--- config.mk ---
export PLATFORM = sky130hd
export DESIGN_NAME = gate_bank_scheduler_flat
export DESIGN_NICKNAME = d
export VERILOG_FILES = /design/src/rtl/gate_bank_scheduler_if.sv /design/src/rtl/gate_bank_scheduler.sv /design/src/flat_wrapper.sv
export SDC_FILE = /design/constraint.sdc
export NUM_CORES = 1
export LEC_CHECK = 0
export ABC_AREA = 1
export BUFFER_PORTS_ARGS = -buffer_cell sky130_fd_sc_hd__buf_2
export CAP_MARGIN = 10
export CELL_PAD_IN_SITES_DETAIL_PLACEMENT = 1
export CELL_PAD_IN_SITES_GLOBAL_PLACEMENT = 1
export CORE_MARGIN = 4
export CORE_UTILIZATION = 29
export DETAILED_ROUTE_END_ITERATION = 12
export GPL_ROUTABILITY_DRIVEN = 0
export PLACE_DENSITY = 0.74
export SLEW_MARGIN = 15
export SYNTH_ARGS = -nofsm -noshare
export SYNTH_HDL_FRONTEND = slang
export SYNTH_SLANG_ARGS = --single-unit
--- constraint.sdc ---
create_clock -name clk -period 2.1 [get_ports clk]
set_input_delay 0.42 -clock clk [delete_from_list [all_inputs] [get_ports clk]]
set_output_delay 0.42 -clock clk [all_outputs]
set_load 0.01 [all_outputs]
--- src/rtl/gate_bank_scheduler_if.sv ---
// Requester and response bundle for the shared gate-bank scheduler.
// Per-requester fields are packed side by side, requester i in slice i.
interface gate_bank_scheduler_if #(
    parameter int NUM_REQ = 4,
    parameter int WIDTH   = 8
);
    localparam int IW = $clog2(NUM_REQ);

    logic [NUM_REQ-1:0]       req_valid;
    logic [NUM_REQ-1:0]       req_ready;
    logic [3*NUM_REQ-1:0]     req_op;
    logic [WIDTH*NUM_REQ-1:0] req_a;
    logic [WIDTH*NUM_REQ-1:0] req_b;
    logic                     rsp_valid;
    logic                     rsp_ready;
    logic [IW-1:0]            rsp_id;
    logic [WIDTH-1:0]         rsp_data;
    logic                     rsp_err;

    modport master (
        output req_valid, req_op, req_a, req_b, rsp_ready,
        input  req_ready, rsp_valid, rsp_id, rsp_data, rsp_err
    );

    modport slave (
        input  req_valid, req_op, req_a, req_b, rsp_ready,
        output req_ready, rsp_valid, rsp_id, rsp_data, rsp_err
    );
endinterface

--- src/rtl/gate_bank_scheduler.sv ---
// Round-robin time-sharing of one 1-bit gate bank; operands go through it LSB first, one bit per cycle.
// Response WIDTH+1 cycles after the handshake (1 for illegal ops); one request in flight, RESP holds until rsp_ready.
module gate_bank_scheduler #(
    parameter int NUM_REQ = 4,
    parameter int WIDTH   = 8
) (
    input  logic                 clk,
    input  logic                 reset,
    gate_bank_scheduler_if.slave bus,
    output logic                 gate_A,
    output logic                 gate_B,
    input  logic                 gate_and,
    input  logic                 gate_or,
    input  logic                 gate_nand,
    input  logic                 gate_xor,
    input  logic                 gate_not
);
    localparam int IW = $clog2(NUM_REQ);
    localparam int CW = $clog2(WIDTH + 1);

    typedef enum logic [1:0] {IDLE = 2'd0, SHIFT = 2'd1, RESP = 2'd2} state_t;

    state_t           state, state_n;
    logic [IW-1:0]    rr_ptr, grant, id_q;
    logic [IW:0]      cand;
    logic             found, illegal, gate_bit, err_q;
    logic [2:0]       sel_op, op_q;
    logic [WIDTH-1:0] sel_a, sel_b, a_sh, b_sh, res, res_n;
    logic [CW-1:0]    bit_cnt;

    // Walk downward so the closest valid index at or after rr_ptr wins last.
    always_comb begin
        found = |bus.req_valid;
        grant = '0;
        cand  = '0;
        for (int i = NUM_REQ - 1; i >= 0; i--) begin
            cand = {1'b0, rr_ptr} + (IW+1)'(i);
            if (cand >= (IW+1)'(NUM_REQ))
                cand = cand - (IW+1)'(NUM_REQ);
            if (bus.req_valid[cand[IW-1:0]])
                grant = cand[IW-1:0];
        end
    end

    always_comb begin
        sel_op = '0;
        sel_a  = '0;
        sel_b  = '0;
        for (int i = 0; i < NUM_REQ; i++) begin
            if (grant == IW'(i)) begin
                sel_op = bus.req_op[3*i +: 3];
                sel_a  = bus.req_a[WIDTH*i +: WIDTH];
                sel_b  = bus.req_b[WIDTH*i +: WIDTH];
            end
        end
        illegal = (sel_op > 3'd4);
    end

    always_comb begin
        case (op_q)
            3'd0:    gate_bit = gate_and;
            3'd1:    gate_bit = gate_or;
            3'd2:    gate_bit = gate_nand;
            3'd3:    gate_bit = gate_xor;
            default: gate_bit = gate_not;
        endcase
        res_n = (res >> 1) | (WIDTH'(gate_bit) << (WIDTH - 1));
    end

    always_ff @(posedge clk) begin
        if (reset)
            state <= IDLE;
        else
            state <= state_n;
    end

    always_comb begin
        state_n = state;
        case (state)
            IDLE:    if (found) state_n = illegal ? RESP : SHIFT;
            SHIFT:   if (bit_cnt == CW'(WIDTH - 1)) state_n = RESP;
            RESP:    if (bus.rsp_ready) state_n = IDLE;
            default: state_n = IDLE;
        endcase
    end

    always_ff @(posedge clk) begin
        if (reset) begin
            rr_ptr  <= '0;
            id_q    <= '0;
            op_q    <= '0;
            a_sh    <= '0;
            b_sh    <= '0;
            res     <= '0;
            bit_cnt <= '0;
            err_q   <= 1'b0;
        end else if (state == IDLE && found) begin
            id_q    <= grant;
            op_q    <= sel_op;
            a_sh    <= sel_a;
            b_sh    <= sel_b;
            res     <= '0;
            bit_cnt <= '0;
            err_q   <= illegal;
            rr_ptr  <= (grant == IW'(NUM_REQ - 1)) ? '0 : grant + IW'(1);
        end else if (state == SHIFT) begin
            a_sh    <= a_sh >> 1;
            b_sh    <= b_sh >> 1;
            res     <= res_n;
            bit_cnt <= bit_cnt + CW'(1);
        end
    end

    // Response fields are forced to zero outside RESP so partial shift results never leak out.
    always_comb begin
        bus.req_ready = '0;
        if (state == IDLE && found && !reset)
            bus.req_ready[grant] = 1'b1;
        gate_A        = (state == SHIFT) & a_sh[0];
        gate_B        = (state == SHIFT) & b_sh[0];
        bus.rsp_valid = (state == RESP);
        bus.rsp_id    = (state == RESP) ? id_q : '0;
        bus.rsp_data  = (state == RESP) ? res : '0;
        bus.rsp_err   = (state == RESP) & err_q;
    end
endmodule

--- src/flat_wrapper.sv ---
// flat-port wrapper written by rule: the top's interface ports become plain ports
module gate_bank_scheduler_flat 
#(
    parameter int NUM_REQ = 4,
    parameter int WIDTH   = 8
)
  (clk, reset, gate_A, gate_B, gate_and, gate_or, gate_nand, gate_xor, gate_not, bus_req_valid, bus_req_op, bus_req_a, bus_req_b, bus_rsp_ready, bus_req_ready, bus_rsp_valid, bus_rsp_id, bus_rsp_data, bus_rsp_err);
  gate_bank_scheduler_if #(.NUM_REQ(NUM_REQ), .WIDTH(WIDTH)) bus_i ();
  input  logic clk;
  input  logic reset;
  output logic gate_A;
  output logic gate_B;
  input  logic gate_and;
  input  logic gate_or;
  input  logic gate_nand;
  input  logic gate_xor;
  input  logic gate_not;
  input wire logic [$bits(bus_i.req_valid)-1:0] bus_req_valid;
  input wire logic [$bits(bus_i.req_op)-1:0] bus_req_op;
  input wire logic [$bits(bus_i.req_a)-1:0] bus_req_a;
  input wire logic [$bits(bus_i.req_b)-1:0] bus_req_b;
  input wire logic [$bits(bus_i.rsp_ready)-1:0] bus_rsp_ready;
  output wire logic [$bits(bus_i.req_ready)-1:0] bus_req_ready;
  output wire logic [$bits(bus_i.rsp_valid)-1:0] bus_rsp_valid;
  output wire logic [$bits(bus_i.rsp_id)-1:0] bus_rsp_id;
  output wire logic [$bits(bus_i.rsp_data)-1:0] bus_rsp_data;
  output wire logic [$bits(bus_i.rsp_err)-1:0] bus_rsp_err;
  assign bus_i.req_valid = bus_req_valid;
  assign bus_i.req_op = bus_req_op;
  assign bus_i.req_a = bus_req_a;
  assign bus_i.req_b = bus_req_b;
  assign bus_i.rsp_ready = bus_rsp_ready;
  assign bus_req_ready = bus_i.req_ready;
  assign bus_rsp_valid = bus_i.rsp_valid;
  assign bus_rsp_id = bus_i.rsp_id;
  assign bus_rsp_data = bus_i.rsp_data;
  assign bus_rsp_err = bus_i.rsp_err;
  gate_bank_scheduler #(.NUM_REQ(NUM_REQ), .WIDTH(WIDTH)) u_core (.clk(clk), .reset(reset), .bus(bus_i), .gate_A(gate_A), .gate_B(gate_B), .gate_and(gate_and), .gate_or(gate_or), .gate_nand(gate_nand), .gate_xor(gate_xor), .gate_not(gate_not));
endmodule
# After elaboration in Yosys (flattened, before gate mapping)
# Index checks and enable logic that the tools add are counted.
# W data, S select, Z words.
[op_classes]
addsub = 9
n_lt_le_gt_ge = 11
n_eq_ne = 12
mux = 44
n_bitwise = 4
n_reduce_logical = 11
[op_table]
columns = ["op", "count"]
rows = [
  ["$mux W8", 13],
  ["$mux W2", 14],
  ["$lt A2 B3 Y1 const B", 5],
  ["$mux W3", 4],
  ["$ge A3 B3 Y1 const B", 3],
  ["$bmux W1 S2", 4],
  ["$or A7 B8 Y8", 1],
  ["$sub A2 B1 Y2 const B", 4],
  ["$add A2 B2 Y3 const B", 2],
  ["$eq A2 B2 Y1 const B", 3],
  ["$eq A3 B2 Y1 const B", 2],
  ["$pmux W2 S3", 1],
  ["$mux W1", 5],
  ["$add A4 B1 Y4 const B", 1],
  ["$eq A2 B1 Y1 const B", 2],
  ["$eq A4 B3 Y1 const B", 1],
  ["$logic_not A2 Y1", 2],
  ["$mux W4", 1],
  ["$ne A2 B1 Y1 const B", 2],
  ["$pmux W1 S4", 1],
  ["$reduce_or A4 Y1", 1],
  ["$add A2 B1 Y3 const B", 1],
  ["$and A1 B1 Y1", 3],
  ["$eq A3 B1 Y1 const B", 1],
  ["12 further kinds", 14],
]
[word_totals]
register_bits = 38
elab_cells = 100

# Depth between registers and ports, before layout
# Gate-level depths: netlist (run 1).
[logic_depth]
depth_word = 18
mapped_depth = 20

# Worst setup path after synthesis (run 1)
# Ideal clock, no wire load.
[synth_timing]
kind = "register -> output"
from = "register u_core.rr_ptr[0]"
to = "output bus_req_ready[2]"
arrival_time_ns = 1.840
required_time_ns = 1.680
slack_ns = -0.160
stages_incl_launch_ff = 12
path_buffers = 2
cell_sequence = "dfxtp_1 > buf_4 > o21ai_0 > nand2_1 > nand3_1 > nand3_1 > nand2_1 > inv_1 > ha_1 > inv_2 > clkbuf_1 > nor2_1"
[synth_between]
elab_chain_len = 14
[synth_lines]
columns = ["element", "line", "text"]
rows = [
  ["start: declaration", "gate_bank_scheduler.sv:24", "logic [IW-1:0] rr_ptr, grant, id_q;"],
  ["start signal: assignment", "gate_bank_scheduler.sv:105", "rr_ptr <= (grant == IW'(NUM_REQ - 1)) ? '0 : grant + IW'(1);"],
  ["$add A2 B2 Y3", "gate_bank_scheduler.sv:37", "cand = {1'b0, rr_ptr} + (IW+1)'(i);"],
  ["$ge A3 B3 Y1 / $sub A2 B1 Y2 (equally long branches)", "gate_bank_scheduler.sv:38, gate_bank_scheduler.sv:39", ""],
  ["$mux W2", "gate_bank_scheduler.sv:38", "if (cand >= (IW+1)'(NUM_REQ))"],
  ["$bmux W1 S2", "gate_bank_scheduler.sv:40", "if (bus.req_valid[cand[IW-1:0]])"],
  ["$mux W1 (implied by the code)", "gate_bank_scheduler.sv:40", ""],
  ["$mux W2 (3 in series)", "gate_bank_scheduler.sv:40", ""],
  ["$mux W2 (*)", "gate_bank_scheduler.sv:40", ""],
  ["net u_core.grant[0]", "gate_bank_scheduler.sv:24", ""],
  ["$lt A2 B3 Y1 (implied by the code) / $ge A2 B1 Y1 (equally long branches)", "gate_bank_scheduler.sv:118", "bus.req_ready[grant] = 1'b1;"],
  ["$logic_and A1 B1 Y1 (implied by the code)", "gate_bank_scheduler.sv:118", ""],
  ["$mux W1 (implied by the code)", "gate_bank_scheduler.sv:118", ""],
  ["$demux W1 S2 (*)", "n/a", ""],
  ["$mux W4 (*)", "gate_bank_scheduler.sv:117", "if (state == IDLE && found && !reset)"],
  ["end: declaration", "flat_wrapper.sv:23", "output wire logic [$bits(bus_i.req_ready)-1:0] bus_req_ready;"],
]
# Mark *: on every way through the listed nets, which the timed path passes. The rest lies on a longest branch. The select of a mux whose other input is x is not followed.

# Final worst setup path (run 1)
[layout_timing]
from = "register u_core.rr_ptr[0]"
to = "register u_core.state[0]"
[layout_between]
elab_chain_len = 18
[layout_lines]
columns = ["element", "line", "text"]
rows = [
  ["$add A2 B2 Y3", "gate_bank_scheduler.sv:37", ""],
  ["$ge A3 B3 Y1 / $sub A2 B1 Y2 (equally long branches)", "gate_bank_scheduler.sv:38, gate_bank_scheduler.sv:39", ""],
  ["$mux W2", "gate_bank_scheduler.sv:38", ""],
  ["$bmux W1 S2", "gate_bank_scheduler.sv:40", ""],
  ["$mux W1 (implied by the code)", "gate_bank_scheduler.sv:40", ""],
  ["$mux W2 (3 in series)", "gate_bank_scheduler.sv:40", ""],
  ["$mux W2 (*)", "gate_bank_scheduler.sv:40", ""],
  ["$logic_not A2 Y1", "gate_bank_scheduler.sv:50", "if (grant == IW'(i)) begin"],
  ["$mux W3 (3 in series)", "gate_bank_scheduler.sv:50", ""],
  ["$mux W3 (*)", "gate_bank_scheduler.sv:50", ""],
  ["$gt A3 B3 Y1 (*)", "gate_bank_scheduler.sv:56", "illegal = (sel_op > 3'd4);"],
  ["$mux W2 (*) (2 in series)", "gate_bank_scheduler.sv:80", "IDLE: if (found) state_n = illegal ? RESP : SHIFT;"],
  ["$pmux W2 S3 (*)", "gate_bank_scheduler.sv:79", "case (state)"],
  ["end signal: assignment", "gate_bank_scheduler.sv:74", "state <= state_n;"],
  ["end: declaration", "gate_bank_scheduler.sv:23", "state_t state, state_n;"],
]
# Every way passes the cells marked *; elsewhere a longest branch is shown, timed or not. The select of a mux whose other input is x is not followed.
# A chain may end at the register's enable or synchronous reset.

==> results_dict.tcl, run 1 <==
set metrics [dict create \
    status "finished, violations left" \
    failed_checks "negative setup slack" \
    r2r_path_end "u_core.state[0]" \
    clkLatencyLatePin_ns 0.31 \
    reg2reg_setup_slack_ns -0.34 \
    crit-reg2reg-launch "u_core.rr_ptr[0]" \
    number_of_instances_in_the_synthesized_netlist 389 \
    area_growth_syn_to_layout_pct 70.9 \
    cts_htree_levels 2 \
    synth.yosys.warnings 0 \
    layout.filler_cells 1039 \
    timing.critical_path.arrival_ns 2.69 \
    worst-endpoint-required_ns 2.35 \
    cap_violations 0 \
    worst-path-stages 16 \
    hp-class "in2reg" \
    routed_via_density 5.20 \
    post_route_cells_drive_above_1_share 0.501 \
    setup.worst_path.start "u_core.rr_ptr[0]" \
    finalMaxSlewViolations 0 \
    tritoncts "yes" \
    number_of_flip_flops_and_latches_in_the_synthesized_netlist 38 \
    cts-root-to-sink-buffers 2 \
    post_cts_hold_buffer_count 0 \
    critPathLaunchType "register" \
    maxSlewHeadroom 0.728 \
    power_density_nw_per_um2 2070 \
    drtAntennaViolNets 0 \
    vdd_ir_drop_max_v 0.00126 \
    port_buf_inserts 105 \
    final.hold.worst_slack_ns 0.355 \
    ys_seq_area_frac 0.311 \
    cp-end-kind "register" \
    cts-root-buf "clkbuf_8" \
    critical_path.n_buffers_inverters 4 \
    fin_ws_ns -0.335 \
    num-nets-final 627 \
    capture_point_of_the_worst_path "u_core.state[0]" \
    layout.cells.most_common_list "buf_2 (103), nand2_1 (63), nor2_1 (46)" \
    synthesis.area_sq_um 2440 \
    number_of_antenna_violations_at_the_first_check_in_global_routing 1 \
    setup_viol 26 \
    post-route-period-util 1.16 \
    postLayoutCellArea_sq_um 4180 \
    drt_first_iter_violations 131 \
    pin_slew_with_the_least_headroom_to_its_limit_ns 0.406 \
    grt_pass1_wl_mm 17.4 \
    grt_start_max_net_pins 21 \
    multiInputGateArea_sq_um 1880 \
    crit_path_cells "buf_6, nand2_4, o21ai_4, buf_4, a31oi_4, o21ai_4, ha_4, buf_6, buf_6, a21oi_2, nand2_1, a21oi_2, nand2_1, nand2_2, nand2_2, a21oi_2" \
    die_h_microns 99.8 \
    detail_route.first_pass.iterations 4 \
    detailed_place.area_sq_um 3250 \
    via_total_after_detailed_routing 3336 \
    cp_top_family "compound AO/OA/AOI/OAI gates" \
    syn-num-nets 482 \
    grt_pass1_vias 3538 \
    core_area_sq_um 8220 \
    reg2regPathDepth 16 \
    global_route.usage.total 0.218 \
    period_needed_ns 2.44 \
    max_freq_mhz 411 \
    drc_errors 0 \
    grt_overflow 0 \
    wirelength_mm 12.5 \
    critPathSlowestCell "dfxtp_4" \
    die_x_microns 99.8 \
    placementRows 33 \
    floorplan.initialDensity 0.298 \
    synth_area_per_cell_sq_um 6.28 \
    timing.clock.skew_ns 0.0227 \
    postLayoutCoreUtil 0.508 \
    static-leakage-power_nw 1.91 \
    cts-buffers-inserted 5 \
    post_synth_num_cell_types 32 \
    layout_commonest_cell "buf_2" \
    clkSlewWorstSetupHoldPaths_ns 0.10 \
    finalHoldViolations 0 \
    critical_path_peak_fanout 5 \
    dp.final_hpwl_mm 7.30 \
    cpPeakStageDelay_ns 0.39 \
    routed_wire_length_per_instance_microns 19.5 \
    grt_setup_unrepaired "true" \
    critPathKind "reg2reg" \
    design.portCount 106 \
    die_area_sq_um 9960 \
    seqCellArea_sq_um 766 \
    clock-sinks 38 \
]
[worst min path at each step]
stage / startpoint / end / cells past startpoint
detailed placement: u_core.id_q[0] / u_core.id_q[0] / 2
global placement: u_core.id_q[0] / u_core.id_q[0] / 2
global route: reset / u_core.a_sh[7] / 2
floorplan: u_core.id_q[0] / u_core.id_q[0] / 2
CTS: reset / u_core.a_sh[7] / 2
finish: reset / u_core.a_sh[7] / 2
[area by class of cell]
cell class	instances	share of cell area
Antenna cell	1	0.000599
Clock buffer	5	0.0165
Clock inverter	3	0.0165
Inverter	42	0.0419
Multi-Input combinational cell	290	0.451
Sequential cell	38	0.183
Tap cell	105	0.0314
Timing Repair Buffer	157	0.259
[cell families (layout without fill, tap and decap cells)]
kind of cell / count (synthesis) / in the layout / share of synthesized area
flops: 38 / 38 / 0.311
simple gates: 174 / 174 / 0.291
other cells: 0 / 1 / 0
fa+ha+maj: 5 / 5 / 0.0256
compound gates: 109 / 109 / 0.259
xor+xnor: 2 / 2 / 0.00717
buf+inv: 61 / 207 / 0.106
[timing repair]
action	CTS	global route
pin swaps	42	36
cloned	2	0
setup endpoints to repair	26	26
setup buffers	17	3
gates resized for setup	90	60
[routing by layer]
layer / share of wire / global-route usage / routed length (microns)
met4: 0.037 / 0.0693 / 459
met3: 0.036 / 0.0202 / 446
met2: 0.54 / 0.406 / 6700
met1: 0.39 / 0.260 / 4870
met5: 0 / 0 / 0
[registers in the layout, summed over array words and instances, names as in the netlist]
register	flops
u_core.id_q	2
u_core.err_q	1
u_core.state	2
u_core.a_sh	8
u_core.bit_cnt	4
u_core.rr_ptr	2
u_core.res	8
u_core.b_sh	8
u_core.op_q	3
[worst register-to-register path: cells and delay by family, from the launching register on]
kind                     cells  cell delay (ns)
AO/OA/AOI/OAI                6             0.82
buffers and inverters        4             0.52
AND/OR/NAND/NOR              5             0.43
adder cells (fa/ha/maj)      1             0.20
flip-flops                   1             0.39
[power breakdown]
group          internal, mW  switching [mW]
registers             0.918           0.140
clock network         0.476           0.300
logic                  3.07            3.76
total                  4.46            4.20
[through the flow]
step                      std cells  total power [mW]  setup WS [ns]  setup TNS [ns]
after floorplan                 389              3.54        -0.0986         -0.0986
after global placement          610              4.84         -0.354           -6.80
after detailed placement        610              4.96         -0.431           -8.70
after CTS                       637              7.43         -0.222           -3.81
after global routing            641              9.13         -0.428           -9.08
final                           641              8.66         -0.335           -6.50
[synth_stat cells, drive strengths merged]
| master | count | area [sq um] |
|---|---|---|
| a211oi | 12 | 95.1 |
| a21oi | 50 | 254 |
| a221oi | 1 | 8.76 |
| a22oi | 2 | 15.0 |
| a31oi | 1 | 6.26 |
| buf | 13 | 78.8 |
| clkbuf | 6 | 23.8 |
| dfxtp | 38 | 761 |
| ha | 5 | 62.6 |
| inv | 42 | 158 |
| nand2 | 97 | 374 |
| nand3 | 18 | 90.1 |
| nand4 | 1 | 6.26 |
| nor2 | 53 | 211 |
| nor3 | 2 | 10.0 |
| o211ai | 12 | 90.1 |
| o21ai | 26 | 130 |
| o22ai | 3 | 18.8 |
| o31ai | 2 | 15.0 |
| or2 | 3 | 18.8 |
| xor2 | 2 | 17.5 |
(Power assumes the default switching activity.)
==> run 2, diff against run 1 <==
--- a/config.mk
+++ b/config.mk
@@ -15,6 +15,7 @@
 export DETAILED_ROUTE_END_ITERATION = 12
 export GPL_ROUTABILITY_DRIVEN = 0
 export PLACE_DENSITY = 0.74
+export SKIP_CTS_REPAIR_TIMING = 1
 export SLEW_MARGIN = 15
 export SYNTH_ARGS = -nofsm -noshare
 export SYNTH_HDL_FRONTEND = slang
==> constraint.sdc (replaced) <==
create_clock -name clk -period 2.1 [get_ports clk]
set_input_delay 0.21 -clock clk [delete_from_list [all_inputs] [get_ports clk]]
set_output_delay 0.21 -clock clk [all_outputs]
set_load 0.01 [all_outputs]
==> results_dict.tcl, run 2 (same netlist as run 1, synthesis figures left out) <==
set metrics [dict create \
    pin_slew_with_the_least_headroom_to_its_limit_ns 0.408 \
    routed_wire_length_per_instance_microns 17.3 \
    finalMaxSlewViolations 0 \
    design.portCount 106 \
    num-nets-final 628 \
    cts_htree_levels 2 \
    detailed_place.area_sq_um 3230 \
    detailedPlace.worstSlack_ns -0.397 \
    critPathKind "reg2reg" \
    setup_viol 26 \
    grt_setup_unrepaired "true" \
    worst-endpoint-required_ns 2.32 \
    number_of_antenna_violations_at_the_first_check_in_global_routing 0 \
    capture_point_of_the_worst_path "u_core.state[0]" \
    finalHoldViolations 0 \
    grt_pass1_wl_mm 15.0 \
    layout_commonest_cell "buf_2" \
    die_area_sq_um 9960 \
    postLayoutCellArea_sq_um 3980 \
    clkSlewWorstSetupHoldPaths_ns 0.07 \
    port_buf_inserts 105 \
    layout.filler_cells 1058 \
    vdd_ir_drop_max_v 0.00143 \
    die_x_microns 99.8 \
    critPathLaunchType "register" \
    reg2regPathDepth 18 \
    clkLatencyLatePin_ns 0.29 \
    max_freq_mhz 408 \
    hp-class "in2reg" \
    critical_path_peak_fanout 6 \
    dp.final_hpwl_mm 7.26 \
    r2r_path_end "u_core.state[0]" \
    core_area_sq_um 8220 \
    cts-root-to-sink-buffers 2 \
    drt_first_iter_violations 180 \
    timing.clock.skew_ns 0.0115 \
    drtAntennaViolNets 0 \
    postLayoutCoreUtil 0.485 \
    grt_overflow 0 \
    cap_violations 0 \
    grt_pass1_vias 3225 \
    static-leakage-power_nw 1.85 \
    area_growth_syn_to_layout_pct 62.9 \
    clock-sinks 38 \
    failed_checks "negative setup slack" \
    setup.worst_path.start "u_core.rr_ptr[0]" \
    drc_errors 0 \
    reg2reg_setup_slack_ns -0.35 \
    global_route.usage.total 0.184 \
    post-route-period-util 1.17 \
    routed_via_density 5.15 \
    fin_ws_ns -0.350 \
    crit-reg2reg-launch "u_core.rr_ptr[0]" \
    timing.critical_path.arrival_ns 2.67 \
    die_h_microns 99.8 \
    cts-root-buf "clkbuf_8" \
    total_power_mw 7.83 \
    via_total_after_detailed_routing 3300 \
    grt_start_max_net_pins 22 \
    status "finished, violations left" \
    post_route_cells_drive_above_1_share 0.461 \
    final_setup_tns_ns -5.45 \
    period_needed_ns 2.45 \
    maxSlewHeadroom 0.727 \
    detail_route.first_pass.iterations 5 \
    placementRows 33 \
    wirelength_mm 11.1 \
    cts-buffers-inserted 5 \
    largestRegisters "u_core.a_sh (8), u_core.b_sh (8), u_core.res (8)" \
    cp-end-kind "register" \
    layout.cells.most_common_list "buf_2 (105), nand2_1 (70), nor2_1 (47)" \
    floorplan.initialDensity 0.298 \
    antenna_cells 0 \
    power_density_nw_per_um2 1970 \
    tritoncts "yes" \
]
-- run 2: where the power goes --
part           internal (mW)  switching (mW)
combinational           2.67            3.34
clock                  0.507           0.272
sequential             0.917           0.127
-- run 2: how the worst min path moves through the flow --
stage	cells past startpoint	from	end	slack [ns]
3_3_place_gp	2	u_core.id_q[0]	u_core.id_q[0]	0.44
3_5_place_dp	2	u_core.res[7]	u_core.res[6]	0.46
6_report	2	reset	u_core.a_sh[7]	0.17
2_1_floorplan	1	reset	u_core.a_sh[7]	0.28
5_1_grt	2	reset	u_core.b_sh[7]	0.17
4_1_cts	2	reset	u_core.a_sh[7]	0.16
-- run 2: layout make-up --
type,instances,area (sq um),area share
multi-input combinational,290,1740,0.438
clock inverter,2,60.1,0.0151
clock buffer,6,82.6,0.0207
inverter,42,173,0.0434
timing repair buffer,158,1030,0.258
tap,105,131,0.0330
sequential,38,766,0.192
-- run 2: routing by layer --
metal,GRT usage,share of wire,vias up
li1,-,-,1573
met1,0.233,0.42,1585
met2,0.331,0.51,118
met4,0.0557,0.028,0
met5,0,0,-
met3,0.0146,0.043,24
-- run 2: through the flow --
stage                     hold slack [ns]  cells
after floorplan                     0.279    389
after global placement              0.445    607
after detailed placement            0.458    607
after CTS                           0.163    615
after global routing                0.174    641
final                               0.174    641
-- run 2: critical path, cell delays in order (launching register included) --
cell	delay (ns)
dfxtp_4	0.38
buf_6	0.14
nand2_4	0.09
nand3_2	0.11
nand2_2	0.09
nand3_2	0.12
nand2_2	0.10
nand2_2	0.08
nand2_4	0.13
inv_4	0.06
ha_4	0.18
buf_6	0.12
a21oi_2	0.10
nand2_1	0.10
a21oi_2	0.19
nand2_1	0.10
nand2_2	0.11
nand2_1	0.06
a21oi_1	0.12
